--- config.mk ---
export PLATFORM = sky130hd
export DESIGN_NAME = perm_iter
export DESIGN_NICKNAME = d
export VERILOG_FILES = /design/src/rtl/perm_iter.sv
export SDC_FILE = /design/constraint.sdc
export NUM_CORES = 1
export LEC_CHECK = 0
export CAP_MARGIN = 0
export CELL_PAD_IN_SITES_DETAIL_PLACEMENT = 1
export CELL_PAD_IN_SITES_GLOBAL_PLACEMENT = 1
export CORE_ASPECT_RATIO = 0.5
export CORE_MARGIN = 2
export CORE_UTILIZATION = 35
export CTS_BUF_LIST = sky130_fd_sc_hd__clkbuf_2
export CTS_CLUSTER_DIAMETER = 80
export DETAILED_ROUTE_END_ITERATION = 10
export PLACE_DENSITY = 0.91
export SKIP_CTS_REPAIR_TIMING = 1
export SYNTH_ARGS = -nofsm -noshare
export SYNTH_HDL_FRONTEND = slang
export SYNTH_SLANG_ARGS = --single-unit
--- constraint.sdc ---
create_clock -name clk -period 1.6 [get_ports clk]
set_input_delay 0.32 -clock clk [delete_from_list [all_inputs] [get_ports clk]]
set_output_delay 0.32 -clock clk [all_outputs]
set_load 0.01 [all_outputs]
--- src/rtl/perm_iter.sv ---
// rtl/perm_iter.sv - iterated nibble-permutation / lane-rotation engine
`timescale 1ns/1ps
module perm_iter #(
    parameter int LANES = 1,
    parameter int RW    = 4
) (
    input  logic                  clk,
    input  logic                  rst_n,
    input  logic [32*LANES-1:0]   din,
    input  logic                  din_valid,
    output logic                  din_ready,
    input  logic                  mode,
    input  logic [RW-1:0]         rounds,
    output logic [32*LANES-1:0]   dout,
    output logic                  dout_valid,
    input  logic                  dout_ready,
    output logic                  busy
);

    typedef enum logic [1:0] {IDLE, RUN, DONE} state_t;

    state_t                state_q, state_d;
    logic [32*LANES-1:0]   work_q, work_d;
    logic [RW-1:0]         cnt_q, cnt_d;
    logic                  mode_q, mode_d;
    logic [32*LANES-1:0]   perm;
    logic [32*LANES-1:0]   rnd;

    // Output nibbles 7..0 taken from input nibbles {7,4,3,0,5,6,1,2}
    function automatic logic [31:0] fwd_lane(input logic [31:0] x);
        return {x[31:28], x[19:16], x[15:12], x[3:0],
                x[23:20], x[27:24], x[7:4],   x[11:8]};
    endfunction

    // Output nibbles 7..0 taken from input nibbles {7,2,3,6,5,0,1,4}
    function automatic logic [31:0] inv_lane(input logic [31:0] x);
        return {x[31:28], x[11:8], x[15:12], x[27:24],
                x[23:20], x[3:0],  x[7:4],   x[19:16]};
    endfunction

    // One round of the job's direction applied to the working register
    always_comb begin
        perm = '0;
        rnd  = '0;
        if (!mode_q) begin
            // Forward: permute every lane, then rotate lanes up by one
            for (int i = 0; i < LANES; i++)
                perm[32*i +: 32] = fwd_lane(work_q[32*i +: 32]);
            for (int i = 0; i < LANES; i++)
                rnd[32*i +: 32] = perm[32*((i + LANES - 1) % LANES) +: 32];
        end else begin
            // Inverse: rotate lanes down by one, then un-permute every lane
            for (int i = 0; i < LANES; i++)
                perm[32*i +: 32] = work_q[32*((i + 1) % LANES) +: 32];
            for (int i = 0; i < LANES; i++)
                rnd[32*i +: 32] = inv_lane(perm[32*i +: 32]);
        end
    end

    // Next-state logic: accept in IDLE, iterate in RUN, hold result in DONE
    always_comb begin
        state_d = state_q;
        work_d  = work_q;
        cnt_d   = cnt_q;
        mode_d  = mode_q;
        case (state_q)
            IDLE: begin
                if (din_valid) begin
                    work_d = din;
                    mode_d = mode;
                    cnt_d  = rounds;
                    if (rounds == '0) state_d = DONE;
                    else              state_d = RUN;
                end
            end
            RUN: begin
                work_d = rnd;
                cnt_d  = cnt_q - RW'(1);
                if (cnt_q == RW'(1)) state_d = DONE;
            end
            DONE: begin
                // Returning to IDLE here means no accept can share this edge
                if (dout_ready) state_d = IDLE;
            end
            default: state_d = IDLE;
        endcase
    end

    // State and datapath registers; reset discards any in-flight job
    always_ff @(posedge clk or negedge rst_n) begin
        if (!rst_n) begin
            state_q <= IDLE;
            work_q  <= '0;
            cnt_q   <= '0;
            mode_q  <= 1'b0;
        end else begin
            state_q <= state_d;
            work_q  <= work_d;
            cnt_q   <= cnt_d;
            mode_q  <= mode_d;
        end
    end

    assign din_ready  = (state_q == IDLE) && rst_n;
    assign dout_valid = (state_q == DONE);
    assign busy       = (state_q != IDLE);
    assign dout       = work_q;

endmodule

== Yosys cells after proc, flatten, opt, wreduce, memory -nomap -nowiden ==
Cells that the tools add are included.
Storage, ports and cells
  register bits after elaboration: 39
  word-level logic and storage cells: 32
Operators by class
  reductions and logical operators: 9
  multiplexer cells: 10
  bitwise logic cells: 1
  equality and inequality tests: 6
  add/subtract/negate cells: 1
Operators with widths (number)
  32-bit case mux with 2 select lines: 1
  32-bit 2-to-1 mux: 1
  28-bit 2-to-1 mux: 1
  2-bit 2-to-1 mux: 4
  4-bit case mux with 2 select lines: 1
  2-bit case mux with 3 select lines: 1
  3-bit AND reduction: 2
  4-bit by 1-bit == test with 1-bit output (second input constant): 1
  4-bit zero test: 1
  4-bit 2-to-1 mux: 1
  2-bit != test (second input constant): 2
  2-bit AND reduction: 2
  2-bit nonzero test: 2
  4-bit by 1-bit subtractor with 4-bit output (second input constant): 1
  2-bit by 1-bit == test with 1-bit output (second input constant): 1
  2-bit == test (second input constant): 1
  2-bit zero test: 1
  2-bit by 1-bit != test with 1-bit output (second input constant): 1
  1-bit logical AND: 1
  1-bit inverter: 1

== Logic depth before layout (Yosys ltp) ==
  depth in word-level cells: 4
  depth in mapped cells: 6

== Least setup slack after synthesis ==
OpenSTA, ideal clock, no wires.
  path type: reg-to-output
  start point: register state_q[1]
  end point: output din_ready
  path buffers: 2
  arrival time: 1.139 ns
  stages on the path, launching flop included: 5
  data required time: 1.280 ns
  path slack: 0.141 ns
  path through: dfrtp_1 buf_2 nor2_8 buf_2 and2_1
Between the ends
  word-level cells in the longest chain between the ends: 2
RTL lines
  start: declaration: RTL line 22  | state_t state_q, state_d;
  start signal: assignment: RTL line 97  | state_q <= state_d;
  2-bit zero test: RTL line 104  | assign din_ready = (state_q == IDLE) && rst_n;
  1-bit logical AND: RTL line 104
  end: declaration: RTL line 11  | output logic din_ready,
Every way passes these cells.

== Final worst setup path ==
  start point: register state_q[0]
  end point: output dout_valid
Between the ends
  word-level cells in the longest chain between the ends: 1
RTL lines
  2-bit == test: RTL line 105  | assign dout_valid = (state_q == DONE);
  end: declaration: RTL line 15  | output logic dout_valid,
Every way passes these cells.

==> reports/results.txt <==
Hold slack = -10.74 ps
CP Data Arrival Time = 1340 ps
Post-Syn Nets = 238
Fmax = 603.8 MHz
Crit-path slowest cell = dfrtp_2
Final Slew Violations = 0
Port Buf Inserts = 75
Final RePlAce weighted congestion = 0.8313
Status = complete, but fails checks
Netlist Area Pre-Place = 0.002131 mm^2
Final Cell Area = 0.003468 mm^2
Synth warn = 0
IO Pins = 76
Initial antenna violation count = 0
Final Util = 57.99%
Starting density of the core = 35.63%
Synth top area share = 45.80%
Setup_tns = -129.6 ps
Tot Pwr = 6.321 mW
Root buffer selected by CTS = clkbuf_2
Max Root-Sink Buffers = 2
Non-Filler Instances = 390
CTS Buf Count = 5
First-pass GRT wire length = 9894 um
Clock Skew = 32.34 ps
Min-delay worst type = input pin to asynchronous set/reset pin
Via count of the routed design = 2093
WL per Instance = 20.97 um
Final setup viols = 4
GRT Total Usage = 18.85%
TritonCTS clock tree = done
H-tree depth = 2
Global route overflow = 0
WS Path Type = register to output port
CP endpoint kind = output port
Max cap viols = 0
Die Footprint = 0.006766 mm^2
Synth area leader = dfrtp_1
Layout area overhead = 62.77%
Worst path cell trace = buf_4 > nor2b_4 > buf_6
Final min period = 1656 ps
Dpl cells = 352
RSZ-0062 raised after global routing = yes
Fraction of layout cells with a size suffix above 1 = 30.67%
WL final = 8179 um
Yosys reg bits = 39
Iter 0 DRT Violations = 64
Relative slew slack = 65.47%
Worst-skew pair later-pin latency = 400 ps
Nets@finish = 355
Final Cycle Share = 103.5%
Count of cell types in the netlist = 35
Failing checks = hold timing, setup timing
Post-route setup slack = -56.29 ps
Vias per cell = 5.367
DRC = 0
Dpl cell area = 0.003029 mm^2
Final hold vios = 12
Worst-margin pin slew = 518.0 ps
Critical path startpoint category = register
Synth top area cells = dfrtp_1 46%, mux2i_1 7.5%, a221oi_2 6.3%, nor2b_1 5.3%, mux2_2 4.8%
Pwr per Cell Area = 1822 mW/mm^2
Worst-path clk slew = 230 ps
Final ANT Viol Nets = 0
Avg Inst Size Synth = 10.93 um^2
Slowest stage delay, CP = 520 ps
Max Fanout on Critical Path = 4
Die width = 114.3 um
Leak = 1.731 nW
Die height = 59.17 um
Hpwl dp = 4729 um
CTS Sinks = 39
Vias in the first global route = 2018
Worst EP required = 1280 ps
Place WS = -117.9 ps
Pin count of the biggest net entering global routing = 40
Ant. Diodes = 0
Drt first pass iters = 4
FP Rows = 20
Core area = 0.005981 mm^2
Seq/Total Area, Yosys = 45.80%
Worst IR drop on VDD = 0.7130 mV
Mapped Cells = 195
[cells in the mapped netlist, drive strengths merged]
cell type,number
nor3b,3
nand3b,1
nor4b,1
nor2,18
a31oi,1
o21bai,1
mux2,9
a311oi,1
inv,5
a21oi,13
or4,1
clkbuf,5
dfrtp,39
mux2i,16
o31ai,1
o21ba,1
o22a,3
o21ai,9
buf,10
nand2,9
a21bo,1
and3b,8
nor2b,18
nor3,1
ha,2
and2,1
a32oi,1
a221oi,16
[per-layer routing]
layer | share of wire [%] | track usage, % | up-vias | routed length (um)
met3 | 3.4 | 3.067 | 24 | 280
li1 | - | - | 942 | -
met1 | 41 | 23.87 | 1066 | 3351
met2 | 52 | 33.93 | 61 | 4234
met5 | 0 | 0 | - | 0
met4 | 3.8 | 5.749 | 0 | 313
[worst max-delay path, delay by kind of cell, from the launching register on]
kind,cells,cell delay (ps)
buf+inv,2,290
simple gates,1,140
flops,1,520
[where the power goes]
| part | internal [mW] | switching, mW | leakage [nW] | total, mW |
|---|---|---|---|---|
| registers | 1.45 | 0.497 | 0.443 | 1.95 |
| logic | 2.10 | 1.68 | 1.25 | 3.78 |
| clock network | 0.257 | 0.341 | 0.0404 | 0.598 |
| total | 3.81 | 2.51 | 1.73 | 6.32 |
[worst paths after layout]
check	cells past startpoint	end	start	slack, ps
setup / recovery	3	dout_valid	state_q[0]	-60
hold / removal	2	dout[19]	rst_n	-10
setup reg to reg	5	dout[11]	state_q[0]	-10
hold reg to reg	1	dout[4]	dout[4]	540
max in group asynchronous	2	state_q[0]	rst_n	1210
min in group clk	3	dout[27]	din[27]	530
[sequential cells by signal, summed over array words and instances, names as in the netlist]
name	count
mode_q	1
cnt_q	4
state_q	2
dout	32
[kinds of logic (layout without fill, tap and decap cells)]
logic type      count (synthesis)  in the layout  share of synthesized area (%)
simple gates                   61             61                          16.91
compound gates                 48             48                          18.56
flops                          39             39                          45.80
mux                            25             25                          12.27
buf+inv                        20            138                          5.285
fa+ha+maj                       2              2                          1.174
[placed cells by master, fill, tap and decap left out, drive strengths merged]
master	instances
o21ai	9
o21ba	1
ha	2
or4	1
clkdlybuf4s50	39
buf	54
clkinv	2
and2	1
inv	5
o21bai	1
nor3	1
nor3b	3
a21bo	1
a31oi	1
a311oi	1
bufinv	1
o31ai	1
o22a	3
nor4b	1
nand3b	1
mux2	9
clkbuf	5
dlymetal6s2s	32
a21oi	13
nor2b	18
mux2i	16
dfrtp	39
nand2	9
and3b	8
a32oi	1
nor2	18
a221oi	16
[final cells by class]
type | count | area, um^2
fill | 635 | 2512
timing repair buffer | 125 | 1212
multi-input combinational | 136 | 1097
sequential | 39 | 979.7
tap | 77 | 96.34
clock inverter | 3 | 38.79
clock buffer | 5 | 25.02
inverter | 5 | 18.77
Note: power is estimated with default switching activity, not from simulation.
